$ cat src/rtl/link_tx_arbiter.sv
// Packet-granular round-robin arbiter that feeds NREQ requesters onto one outbound link.
// It keeps a credit count for the downstream receive buffer and emits one registered flit per cycle.
module link_tx_arbiter #(
  parameter int WIDTH   = 64,
  parameter int NREQ    = 4,
  parameter int CREDITS = 16
) (
  input  logic                      tx_clk,
  input  logic                      rst,
  input  logic [NREQ-1:0]           req_valid,
  input  logic [NREQ*WIDTH-1:0]     req_data,
  input  logic [NREQ-1:0]           req_last,
  output logic [NREQ-1:0]           req_ready,
  input  logic                      tx_ready,
  input  logic                      credit_ret,
  output logic [WIDTH-1:0]          tx_par_data,
  output logic                      tx_valid,
  output logic [$clog2(NREQ)-1:0]   grant_id,
  output logic                      busy,
  output logic                      credit_err
);

  localparam int GW = $clog2(NREQ);
  localparam logic [0:0] IDLE = 1'b0;
  localparam logic [0:0] SEND = 1'b1;
  localparam logic [7:0] CREDIT_MAX = 8'(CREDITS);

  logic [0:0]    state;
  logic [GW-1:0] rr_ptr;
  logic [GW-1:0] pick;
  logic [GW-1:0] next_ptr;
  logic          found;
  logic [7:0]    credits;
  logic          can_send;
  logic          xfer;

  assign busy     = (state == SEND);
  assign can_send = (state == SEND) && tx_ready && (credits != 8'd0);
  assign xfer     = can_send && req_valid[grant_id];
  assign next_ptr = (grant_id == GW'(NREQ - 1)) ? '0 : grant_id + 1'b1;

  // NOTE: every signal driven in always_comb gets a default first, otherwise a latch is inferred.
  always_comb begin
    req_ready = '0;
    if (can_send) req_ready[grant_id] = 1'b1;
  end

  // First requester with valid set, searching upward from rr_ptr and wrapping.
  always_comb begin
    pick  = rr_ptr;
    found = 1'b0;
    for (int i = 0; i < NREQ; i++) begin
      if (!found && req_valid[(int'(rr_ptr) + i) % NREQ]) begin
        pick  = GW'((int'(rr_ptr) + i) % NREQ);
        found = 1'b1;
      end
    end
  end

  // NOTE: sequential state uses non-blocking assignments so every register samples pre-edge values.
  always_ff @(posedge tx_clk) begin
    if (rst) begin
      state       <= IDLE;
      rr_ptr      <= '0;
      grant_id    <= '0;
      credits     <= CREDIT_MAX;
      tx_par_data <= '0;
      tx_valid    <= 1'b0;
      credit_err  <= 1'b0;
    end else begin
      tx_valid    <= xfer;
      tx_par_data <= xfer ? req_data[int'(grant_id)*WIDTH +: WIDTH] : '0;

      case (state)
        IDLE: begin
          if (found) begin
            grant_id <= pick;
            state    <= SEND;
          end
        end
        SEND: begin
          if (xfer && req_last[grant_id]) begin
            state  <= IDLE;
            rr_ptr <= next_ptr;
          end
        end
        default: state <= IDLE;
      endcase

      // A transfer and a credit return in the same cycle cancel out.
      if (xfer && !credit_ret) begin
        credits <= credits - 8'd1;
      end else if (credit_ret && !xfer) begin
        if (credits == CREDIT_MAX) credit_err <= 1'b1;
        else                       credits    <= credits + 8'd1;
      end
    end
  end

endmodule

$ cat config.mk
export PLATFORM = sky130hd
export DESIGN_NAME = link_tx_arbiter
export DESIGN_NICKNAME = d
export VERILOG_FILES = /design/src/rtl/link_tx_arbiter.sv
export SDC_FILE = /design/constraint.sdc
export NUM_CORES = 1
export LEC_CHECK = 0
export ABC_AREA = 1
export BUFFER_PORTS_ARGS = -buffer_cell sky130_fd_sc_hd__buf_4
export CORE_AREA = 2 2 132 134
export CTS_CLUSTER_DIAMETER = 30
export DETAILED_ROUTE_END_ITERATION = 6
export DIE_AREA = 0 0 134 136
export SLEW_MARGIN = 25
export SYNTH_ARGS = -nofsm -noshare
export SYNTH_HDL_FRONTEND = slang
export SYNTH_SLANG_ARGS = --single-unit
$ cat constraint.sdc
create_clock -name tx_clk -period 6.98 [get_ports tx_clk]
set_input_delay 0.349 -clock tx_clk [delete_from_list [all_inputs] [get_ports tx_clk]]
set_output_delay 0.349 -clock tx_clk [all_outputs]
set_load 0.02 [all_outputs]
==> results of run 1 <==
[layout by cell type (no fill, tap or decap), drive strengths merged, types with 4 or more instances in the layout]
cell	n
buf	345
nor2	282
dfxtp	79
a21oi	84
nand3	20
o21ai	141
ha	8
clkbuf	10
xor2	4
inv	40
nand2	85
clkinv	5
[stage by stage]
| stage | cell area [um2] | power, mW | hold slack (ps) | setup slack (ps) | util (%) |
|---|---|---|---|---|---|
| global route | 7983 | 1.924 | 242.1 | 2836 | 47.30 |
| CTS | 7979 | 1.822 | 234.1 | 3279 | 47.28 |
| global placement | 7647 | 1.284 | 490.5 | 3291 | 45.31 |
| floorplan | 5040 | 1.020 | 459.3 | 4432 | - |
| detailed placement | 7647 | 1.285 | 490.2 | 3314 | 45.31 |
| finish | 7983 | 1.797 | 245.7 | 3322 | 47.30 |
[registers in the layout, summed over array words and instances, names as in the netlist]
register and count:
busy 1, credit_err 1, tx_valid 1, credits 8, rr_ptr 2, tx_par_data 64, grant_id 2
[power breakdown]
part | switching, mW | total, mW | internal [mW]
combinational | 0.438 | 0.728 | 0.290
sequential | 0.0468 | 0.545 | 0.498
clock | 0.200 | 0.525 | 0.325
total | 0.684 | 1.80 | 1.11
[final cells by class]
type | count | area (um2) | area share (%)
flip-flops and latches | 79 | 1587 | 19.87
clock buffers | 10 | 239.0 | 2.994
repair buffers | 345 | 2594 | 32.49
clock inverters | 6 | 92.59 | 1.160
well taps | 225 | 281.5 | 3.527
multi-input cells | 634 | 3034 | 38.01
inverters | 41 | 155.1 | 1.944
[layer usage]
layer	share of wire, %	global-route usage (%)
met5	0	0
met4	1.5	6.147
met3	6.9	4.474
met2	50	36.04
met1	42	26.43
[final timing paths]
kind	from	to	slack, ps
max	grant_id[0]	credits[6]	3320
min	rst	grant_id[1]	250
max reg2reg	grant_id[0]	credits[6]	3320
min reg2reg	credits[1]	credits[1]	510
[cell families (layout without fill, tap and decap cells)]
kind of cell             after synthesis  after routing
adder cells (fa/ha/maj)                8              8
flip-flops                            79             79
AO/OA/AOI/OAI                        229            229
XOR/XNOR                               6              6
buffers and inverters                 95            402
AND/OR/NAND/NOR                      391            391
==> results.md, run 1 <==
- Post-route ant nets: 0
- Post-synthesis compound-gate area fraction: 26.76%
- CP Buf/Inv Count: 3
- Total core area: between 0.015 and 0.02 mm2
- Via count: just over 6000
- Setup Viol. Count Final: 0
- DRC Markers: 0
- Max clock buf depth: 2
- Yosys top cell area share: between 30% and 40%
- First-pass GRT wire length: between 20000 and 30000 um
- Fraction of registers with async set or reset after synthesis: 0%
- VDD IR-drop max: between 0.1 and 0.15 mV
- Crit-path max cell delay: roughly 630 ps
- Outcome: finished clean
- 1st-iter DRT viols: roughly 230
- # rows: 48
- GPL Wtd Cong: around 0.86
- CP startpoint kind: flip-flop
- Setup CP Type: flip-flop to flip-flop
- Post-synthesis mux area share: 0%
- Post-layout minimum cycle time: 3658 ps
- Unrepaired setup endpoints after global routing: false
- TritonCTS Buffers: 9
- Final cell count without fillers: between 1000 and 1500
- Initial Util: ~30%
- Die Area: ~0.018 mm2
- Slowest cell on the critical path: clkinv_2
- Share of cells above drive strength 1: 38.12%
- Main combinational cell family by area after synthesis: simple AND/OR/NAND/NOR gates
- Fin. max-slew vios: 0
- Final HPWL DP: ~15000 um
- Post-synth cell types: 30
- Antenna cell count: 0
- Area growth, synth to finish: 58.39%
- # IOs: 341
- Top Family by Delay on Critical Path: simple AND/OR/NAND/NOR gates
- Post-Synthesis Cell Area: 0.005040 mm2
- IO buf count: 340
- DR pass1 iterations: 4
- Post-cts hold buffer count: 0
- PD cells: around 230 mW/mm2
- Syn avg cell area: 6.237 um2
- Drt total wl: 20630 um
- Post-synthesis xor/xnor area fraction: 1.043%
- Die height: 136 um
- Adder-cell share of the synthesized area: ~2%
- Worst-Skew Late Latency: ~340 ps
- CP arrival: between 3000 and 4000 ps
- Postcts setup bufs: 0
- Fmax achieved: ~270 MHz
- Hold path cells: 2
- Horiz. Die Dim: around 130 um
- Leading area contributor after synthesis: dfxtp_1
- MaxCap Viol Count: 0
- TritonCTS clock tree: yes
- Worst Path Max Fanout: 63
- Worst path depth: 16
- Reg2Reg Depth: 16
- Post-synth top cells: nor2_1, o21ai_0, nand2_1
- Wire per inst: between 15 and 20 um
- Worst hold path type: input port to flip-flop
- Final setup TNS: 0 ps
- Synth Area in Simple Gates: a little under a third
- Worst path cell trace: clkinv_2, o21ai_1, a21oi_1, nor2_1, nand2_2, inv_2, ha_1, xor2_1, ha_1, or2_2, nand3_1, nand3_1, nand2_1, nand2_1, o21ai_0, inv_1
- Layout fillers: approximately 1800
- Largest net degree at the start of global routing: between 100 and 150
- Htree depth: 3
- Antenna violations before repair: 0
- DR vias/cell: around 4.6
- Synth Instances: roughly 810
- Vias in the first global route: 5519
- WP data required: 7210 ps
- Post-CTS sizing: 0
- Most common cell in the netlist: nor2_1
- Mapped Nets: roughly 1100
- CTS Sinks: 79
- Synth warnings: 0
- Leakage: 3.890 nW
- CP endpoint kind: flip-flop
- Ranking of synthesized cells by area: dfxtp_1, nor2_1, o21ai_0, a21oi_2, nand2_1
- GR Overflow Total: 0
- Max_slew headroom: a little over two fifths
- Nets: around 1400
- Sequential share of the synthesized area: about a third
- Final Hold Viols: 0
- Final Cycle Share: 52.40%
- Synth Register Bits: between 70 and 80
- Synth Flop Type: dfxtp_1
- Number of synthesized flops with an enable pin: 0
- GRT Total Usage: between 20% and 30%
- Clock root cell: clkbuf_16
- Least-Margin Pin Slew: 870.5 ps
- Dpl cells: approximately 1300
- Clk slew on worst S/H paths: ~60 ps
- Final setup skew: about 8.3 ps
Power figures use the tool's default switching activity.
==> run 2, diff against run 1 <==
- CORE_AREA: 2 2 132 134 -> 2 2 133 135
- DIE_AREA: 0 0 134 136 -> 0 0 135 137
- clock period: 6.98 -> 3.29 ns (I/O delays scaled with it)
==> run 2 against run 1 <==
  * First-iteration DRC count grew 26%
  * Critical path depth is the same
  * Routed wire length grew 0.24%
  * Worst setup slack lost 2700 ps
  * Largest power group unchanged
==> results.md, run 2 (synthesis gave the netlist of run 1 again) <==
- Switch Pwr: 1.413 mW (was 0.6843 mW)
- Final core utilization: 46.52% (was 47.30%)
- WP data required: 3520 ps (was 7210 ps)
- Setup CP Type: flip-flop to flip-flop (unchanged)
- Die Area: 0.01850 mm2 (was 0.01822 mm2)
- Outcome: finished clean (unchanged)
- Drt total wl: 20680 um (was 20630 um)
- Reg2reg end: credits[6] (unchanged)
- Worst setup margin: 587.7 ps (was 3322 ps)
- Cell Int Power: 2.196 mW (was 1.113 mW)
- Post-CTS sizing: 0 (unchanged)
- DR vias/cell: 4.584 (was 4.643)
- TritonCTS Buffers: 9 (unchanged)
- Final HPWL DP: 15120 um (was 15140 um)
- Share of cells above drive strength 1: 38.03% (was 38.12%)
- Area growth, synth to finish: 57.45% (was 58.39%)
- # IOs: 341 (unchanged)
- Clock Power Share: 25.3% (was 29.2%)
- Final setup skew: 5.959 ps (was 8.325 ps)
- Slowest cell on the critical path: dfxtp_4 (was clkinv_2)
- GR Overflow Total: 0 (unchanged)
- Fmax achieved: 370.1 MHz (was 273.4 MHz)
- PD cells: 454.7 mW/mm2 (was 225.1 mW/mm2)
- DRC Markers: 0 (unchanged)
- Leakage: 3.874 nW (was 3.890 nW)
- Wire per inst: 15.43 um (was 15.39 um)
- Setup Viol. Count Final: 0 (unchanged)
- Antenna violations before repair: 0 (unchanged)
- Least-Margin Pin Slew: 866.8 ps (was 870.5 ps)
- Final Hold Viols: 0 (unchanged)
- Final setup TNS: 0 ps (unchanged)
- Htree depth: 3 (unchanged)
- Max clock buf depth: 2 (unchanged)
- Worst Path Max Fanout: 12 (was 63)
- Post-Layout Inst Area: 0.007935 mm2 (was 0.007983 mm2)
- Sw Share: 39.15% (was 38.08%)
- MaxCap Viol Count: 0 (unchanged)
- Vias in the first global route: 5628 (was 5519)
- DR pass1 iterations: 4 (unchanged)
- Antenna cell count: 0 (unchanged)
- Max_slew headroom: 42.22% (was 41.97%)
- Initial Util: 29.55% (was 29.86%)
- Total core area: 0.01706 mm2 (was 0.01688 mm2)
- First-pass GRT wire length: 30360 um (was 29830 um)
- Worst-Skew Late Latency: 340 ps (about the same)
- Pre-CTS setup slack: 580.6 ps (was 3314 ps)
- Final Cycle Share: 82.14% (was 52.40%)
- Via count: 6143 (was 6221)
- Die height: 137 um (was 136 um)
- Horiz. Die Dim: 135 um (was 134 um)
- Worst hold path type: input port to flip-flop (unchanged)
- Max FFs per register: 64 (unchanged)
- GPL Wtd Cong: 0.8512 (was 0.8628)
- Reg-to-reg slack, setup: 590 ps (was 3320 ps)
- Biggest register: tx_par_data (unchanged)
- CP endpoint kind: flip-flop (unchanged)
- Crit-path max cell delay: 420 ps (was 630 ps)
- Biggest regs: tx_par_data: 64 flops, credits: 8 flops (unchanged)
- Clk slew on worst S/H paths: 60 ps (about the same)
- Clock root cell: clkbuf_16 (unchanged)
- Worst path cell trace: clkinv_2, o21ai_1, a21oi_1, nor2_1, nand2_2, inv_2, ha_1, xor2_1, ha_1, or2_2, nand3_1, nand3_1, nand2_1, nand2_1, o21ai_0, inv_1 (unchanged)
- Min-delay src: rst (unchanged)
- 1st-iter DRT viols: 287 (was 227)
- Nets: 1389 (was 1386)
- Post-cts hold buffer count: 0 (unchanged)
- IO buf count: 340 (unchanged)
- CTS Sinks: 79 (unchanged)
- Sequential Power Share: 31.3% (was 30.3%)
- # rows: 48 (unchanged)
- Post-route ant nets: 0 (unchanged)
- VDD IR-drop max: 0.3065 mV (was 0.1145 mV)
- Postcts setup bufs: 0 (unchanged)
- Worst path depth: 16 (unchanged)
- Post-DP Area: 0.007682 mm2 (was 0.007647 mm2)
- CP Buf/Inv Count: 3 (unchanged)
- Top Family by Delay on Critical Path: simple AND/OR/NAND/NOR gates (unchanged)
- Commonest non-fill, non-tap cells in the layout: buf_4, nor2_1, o21ai_0 (unchanged)
- CP Launch Point: grant_id[0] (unchanged)
- Reg2Reg Depth: 16 (unchanged)
- Fin. max-slew vios: 0 (unchanged)
- GRT Total Usage: 21.06% (was 20.97%)
- TritonCTS clock tree: yes (unchanged)
- CP arrival: 2930 ps (was 3890 ps)
- Most common cell after layout, fill and taps aside: buf_4 (unchanged)
- Post-layout minimum cycle time: 2702 ps (was 3658 ps)
- Tot Pwr: 3.608 mW (was 1.797 mW)
- Largest net degree at the start of global routing: 85 (was 107)
- CP startpoint kind: flip-flop (unchanged)
- Worst Setup EP: credits[6] (unchanged)
- Unrepaired setup endpoints after global routing: false (unchanged)
- RR Startpoint: grant_id[0] (unchanged)
- Combinational power share: 43.5% (was 40.5%)
## run 2: cell types whose count changed in the layout (fill, tap and decap cells not counted), sizes merged
cell	delta
buf	+3
bufinv	-2
clkbuf	+1
clkinv	-1
inv	-1
## run 2: area by class of cell
type / count / area [um2]
Clock buffer: 11 / 242.7
Clock inverter: 2 / 10.01
Fill cell: 1805 / 9121
Inverter: 41 / 155.1
Multi-Input combinational cell: 634 / 3034
Sequential cell: 79 / 1587
Tap cell: 225 / 281.5
Timing Repair Buffer: 348 / 2625
## run 2: worst reg2reg max path: stages (launching register included)
cell      delay, ps
dfxtp_4         420
clkinv_2        100
o21ai_1         130
a21oi_1          50
nor2_1          150
nand2_2          90
inv_2            90
ha_1            380
xor2_1          150
ha_1            200
or2_2           330
nand3_1          90
nand3_1         100
nand2_1          70
nand2_1          40
o21ai_0         140
inv_1            50
## run 2: worst min path at each step
stage	endpoint	slack [ps]	depth (start not counted)
2_1_floorplan	tx_par_data[44]	350	2
3_3_place_gp	grant_id[1]	410	2
3_5_place_dp	grant_id[1]	410	2
4_1_cts	grant_id[1]	50	2
5_1_grt	credits[7]	70	2
6_report	grant_id[1]	60	2
## run 2: layer usage
metal  vias to the layer above  global-route usage, %  routed length (um)
met5                         -                      0                   0
met4                         0                  7.407                 476
met3                        31                  5.630                1583
met2                       243                  35.19                9879
met1                      2661                  26.18                8738
li1                       3208                      -                   -
## run 2: power groups by stage
stage	Combinational, mW	Clock, mW	Sequential [mW]
final	1.57	0.911	1.13
after CTS	1.58	0.949	1.13
after floorplan	0.972	0	1.19
after global placement	1.58	0	1.15
after detailed placement	1.58	0	1.15
after global routing	1.77	0.982	1.14
## run 2: metrics by stage
step	cells	hold WS [ps]
after global routing	1340	67.41
after CTS	1340	48.11
after detailed placement	1327	411.5
final	1340	64.37
after floorplan	808	352.1
after global placement	1327	411.4
==> run 3, diff against run 2 <==
- clock period: 3.29 -> 2.8 ns (I/O delays scaled with it)
==> run 3 against run 2 <==
  * Total power increased by 21%
  * First-iteration DRC count rose by 9.8%
  * Routed wire length down 0.24%
  * Cell count up 0.30%
  * Critical path depth rose by 1
  * Non-clock buffer count up 2
  * Critical path type unchanged
==> results.md, run 3 (synthesis gave the netlist of run 1 again) <==
- Worst hold path type: input port to flip-flop (unchanged)
- Commonest non-fill, non-tap cells in the layout: buf_4, nor2_1, o21ai_0 (unchanged)
- Post-CTS sizing: 0 (unchanged)
- Post-route ant nets: 0 (unchanged)
- Antenna cell count: 0 (unchanged)
- Antenna violations before repair: 0 (unchanged)
- RR Startpoint: credits[6] (was grant_id[0])
- GPL Wtd Cong: 0.8574 (was 0.8512)
- Max clock buf depth: 2 (unchanged)
- Final setup skew: 9.015 ps (was 5.959 ps)
- First-pass GRT wire length: 30020 um (was 30360 um)
- Unrepaired setup endpoints after global routing: false (unchanged)
- Reg2Reg Depth: 17 (was 16)
- GR Overflow Total: 0 (unchanged)
- DR pass1 iterations: 5 (was 4)
- WP data required: 3030 ps (was 3520 ps)
- Die height: 137 um (unchanged)
- Clk slew on worst S/H paths: 60 ps (about the same)
- Worst Setup EP: credits[6] (unchanged)
- Max FFs per register: 64 (unchanged)
- Via count: 6196 (was 6143)
- Fin. max-slew vios: 0 (unchanged)
- VDD IR-drop max: 0.3430 mV (was 0.3065 mV)
- # IOs: 341 (unchanged)
- Max_slew headroom: 32.84% (was 42.22%)
- TritonCTS Buffers: 9 (unchanged)
- DRC Markers: 0 (unchanged)
- Wire per inst: 15.35 um (was 15.43 um)
- CP Launch Point: credits[6] (was grant_id[0])
- CP startpoint kind: flip-flop (unchanged)
- Reg2reg end: credits[6] (unchanged)
- Final Hold Viols: 0 (unchanged)
- 1st-iter DRT viols: 315 (was 287)
- Dpl cells: 1329 (was 1327)
- Post-cts hold buffer count: 0 (unchanged)
- Fmax achieved: 396.7 MHz (was 370.1 MHz)
- Vias in the first global route: 5514 (was 5628)
- Final cell count without fillers: 1344 (was 1340)
- Outcome: finished clean (unchanged)
- Worst Path Max Fanout: 4 (was 12)
- Biggest regs: tx_par_data: 64 flops, credits: 8 flops (unchanged)
- Initial Util: 29.55% (unchanged)
- Reg-to-reg slack, setup: 280 ps (was 590 ps)
- MaxCap Viol Count: 0 (unchanged)
- Drt total wl: 20630 um (was 20680 um)
- GRT Total Usage: 20.66% (was 21.06%)
- Postcts setup bufs: 0 (unchanged)
- Layout fillers: 1845 (was 1805)
- IO buf count: 340 (unchanged)
- DR vias/cell: 4.610 (was 4.584)
- Most common cell after layout, fill and taps aside: buf_4 (unchanged)
- Final Cycle Share: 90.02% (was 82.14%)
- Largest net degree at the start of global routing: 111 (was 85)
- PD cells: 546.9 mW/mm2 (was 454.7 mW/mm2)
- Least-Margin Pin Slew: 1007 ps (was 866.8 ps)
- Leakage: 3.906 nW (was 3.874 nW)
- CP endpoint kind: flip-flop (unchanged)
- Share of cells above drive strength 1: 38.34% (was 38.03%)
- Total core area: 0.01706 mm2 (unchanged)
- Nets: 1391 (was 1389)
- # rows: 48 (unchanged)
- TritonCTS clock tree: yes (unchanged)
- Clock root cell: clkbuf_16 (unchanged)
- Horiz. Die Dim: 135 um (unchanged)
- Biggest register: tx_par_data (unchanged)
- Htree depth: 3 (unchanged)
- CP arrival: 2750 ps (was 2930 ps)
- Setup CP Type: flip-flop to flip-flop (unchanged)
- CTS Sinks: 79 (unchanged)
- Worst-Skew Late Latency: 340 ps (about the same)
- Setup Viol. Count Final: 0 (unchanged)
- Area growth, synth to finish: 58.61% (was 57.45%)
- Die Area: 0.01850 mm2 (unchanged)
- Post-layout minimum cycle time: 2521 ps (was 2702 ps)
- Final HPWL DP: 15240 um (was 15120 um)
- Final setup TNS: 0 ps (unchanged)
-- run 3: changes by cell type in the layout (fill, tap and decap cells not counted), sizes merged --
cell,previous run,this run
buf,348,350
bufinv,0,1
clkbuf,11,10
clkinv,4,5
inv,39,40
-- run 3: area by class of cell --
cell class	instances	area [um2]	share of cell area, %
Clock buffer	10	239.0	2.990
Clock inverter	5	57.56	0.7200
Inverter	41	155.1	1.941
Multi-Input combinational cell	634	3034	37.96
Sequential cell	79	1587	19.85
Tap cell	225	281.5	3.522
Timing Repair Buffer	350	2640	33.03
-- run 3: report_power, final --
part	total (mW)	internal (mW)	switching, mW
sequential	1.32	1.24	0.0768
clock	1.20	0.712	0.485
combinational	1.86	0.734	1.12
-- run 3: how the worst min path moves through the flow --
| stage | start | to | slack, ps | cells after the start |
|---|---|---|---|---|
| after floorplan | req_data[236] | tx_par_data[44] | 330 | 2 |
| after global placement | rst | grant_id[1] | 380 | 2 |
| after detailed placement | rst | grant_id[1] | 380 | 2 |
| after CTS | rst | grant_id[1] | 30 | 2 |
| after global routing | rst | grant_id[1] | 40 | 2 |
| final | rst | grant_id[1] | 40 | 2 |
-- run 3: metrics by stage --
stage	util [%]	hold WS, ps	cell area [um2]	setup WS [ps]	total power [mW]
floorplan	-	327.6	5040	252.5	2.543
global placement	45.13	382.9	7697	300.1	3.193
detailed placement	45.13	384.0	7697	295.2	3.201
CTS	46.87	25.99	7994	275.1	4.431
global route	46.87	39.06	7994	60.24	4.690
finish	46.87	38.86	7994	279.4	4.372
-- run 3: critical path, stage by stage, from the launching register on --
cell,delay [ps]
dfxtp_1,340
or2_1,230
inv_2,70
nand3_2,70
nor2_2,130
nor3_4,60
nand2_2,70
inv_2,60
ha_1,210
xor2_1,160
ha_1,190
or2_2,330
nand3_1,90
nand3_1,100
nand2_1,70
nand2_1,40
o21ai_0,140
inv_1,50
-- run 3: metal layers --
metal / global-route usage [%] / vias to the layer above / part of all wire (%)
li1: - / 3212 / -
met1: 26.21 / 2737 / 42
met2: 35.05 / 228 / 49
met3: 4.852 / 19 / 7.7
met4: 5.903 / 0 / 1.6
met5: 0 / - / 0
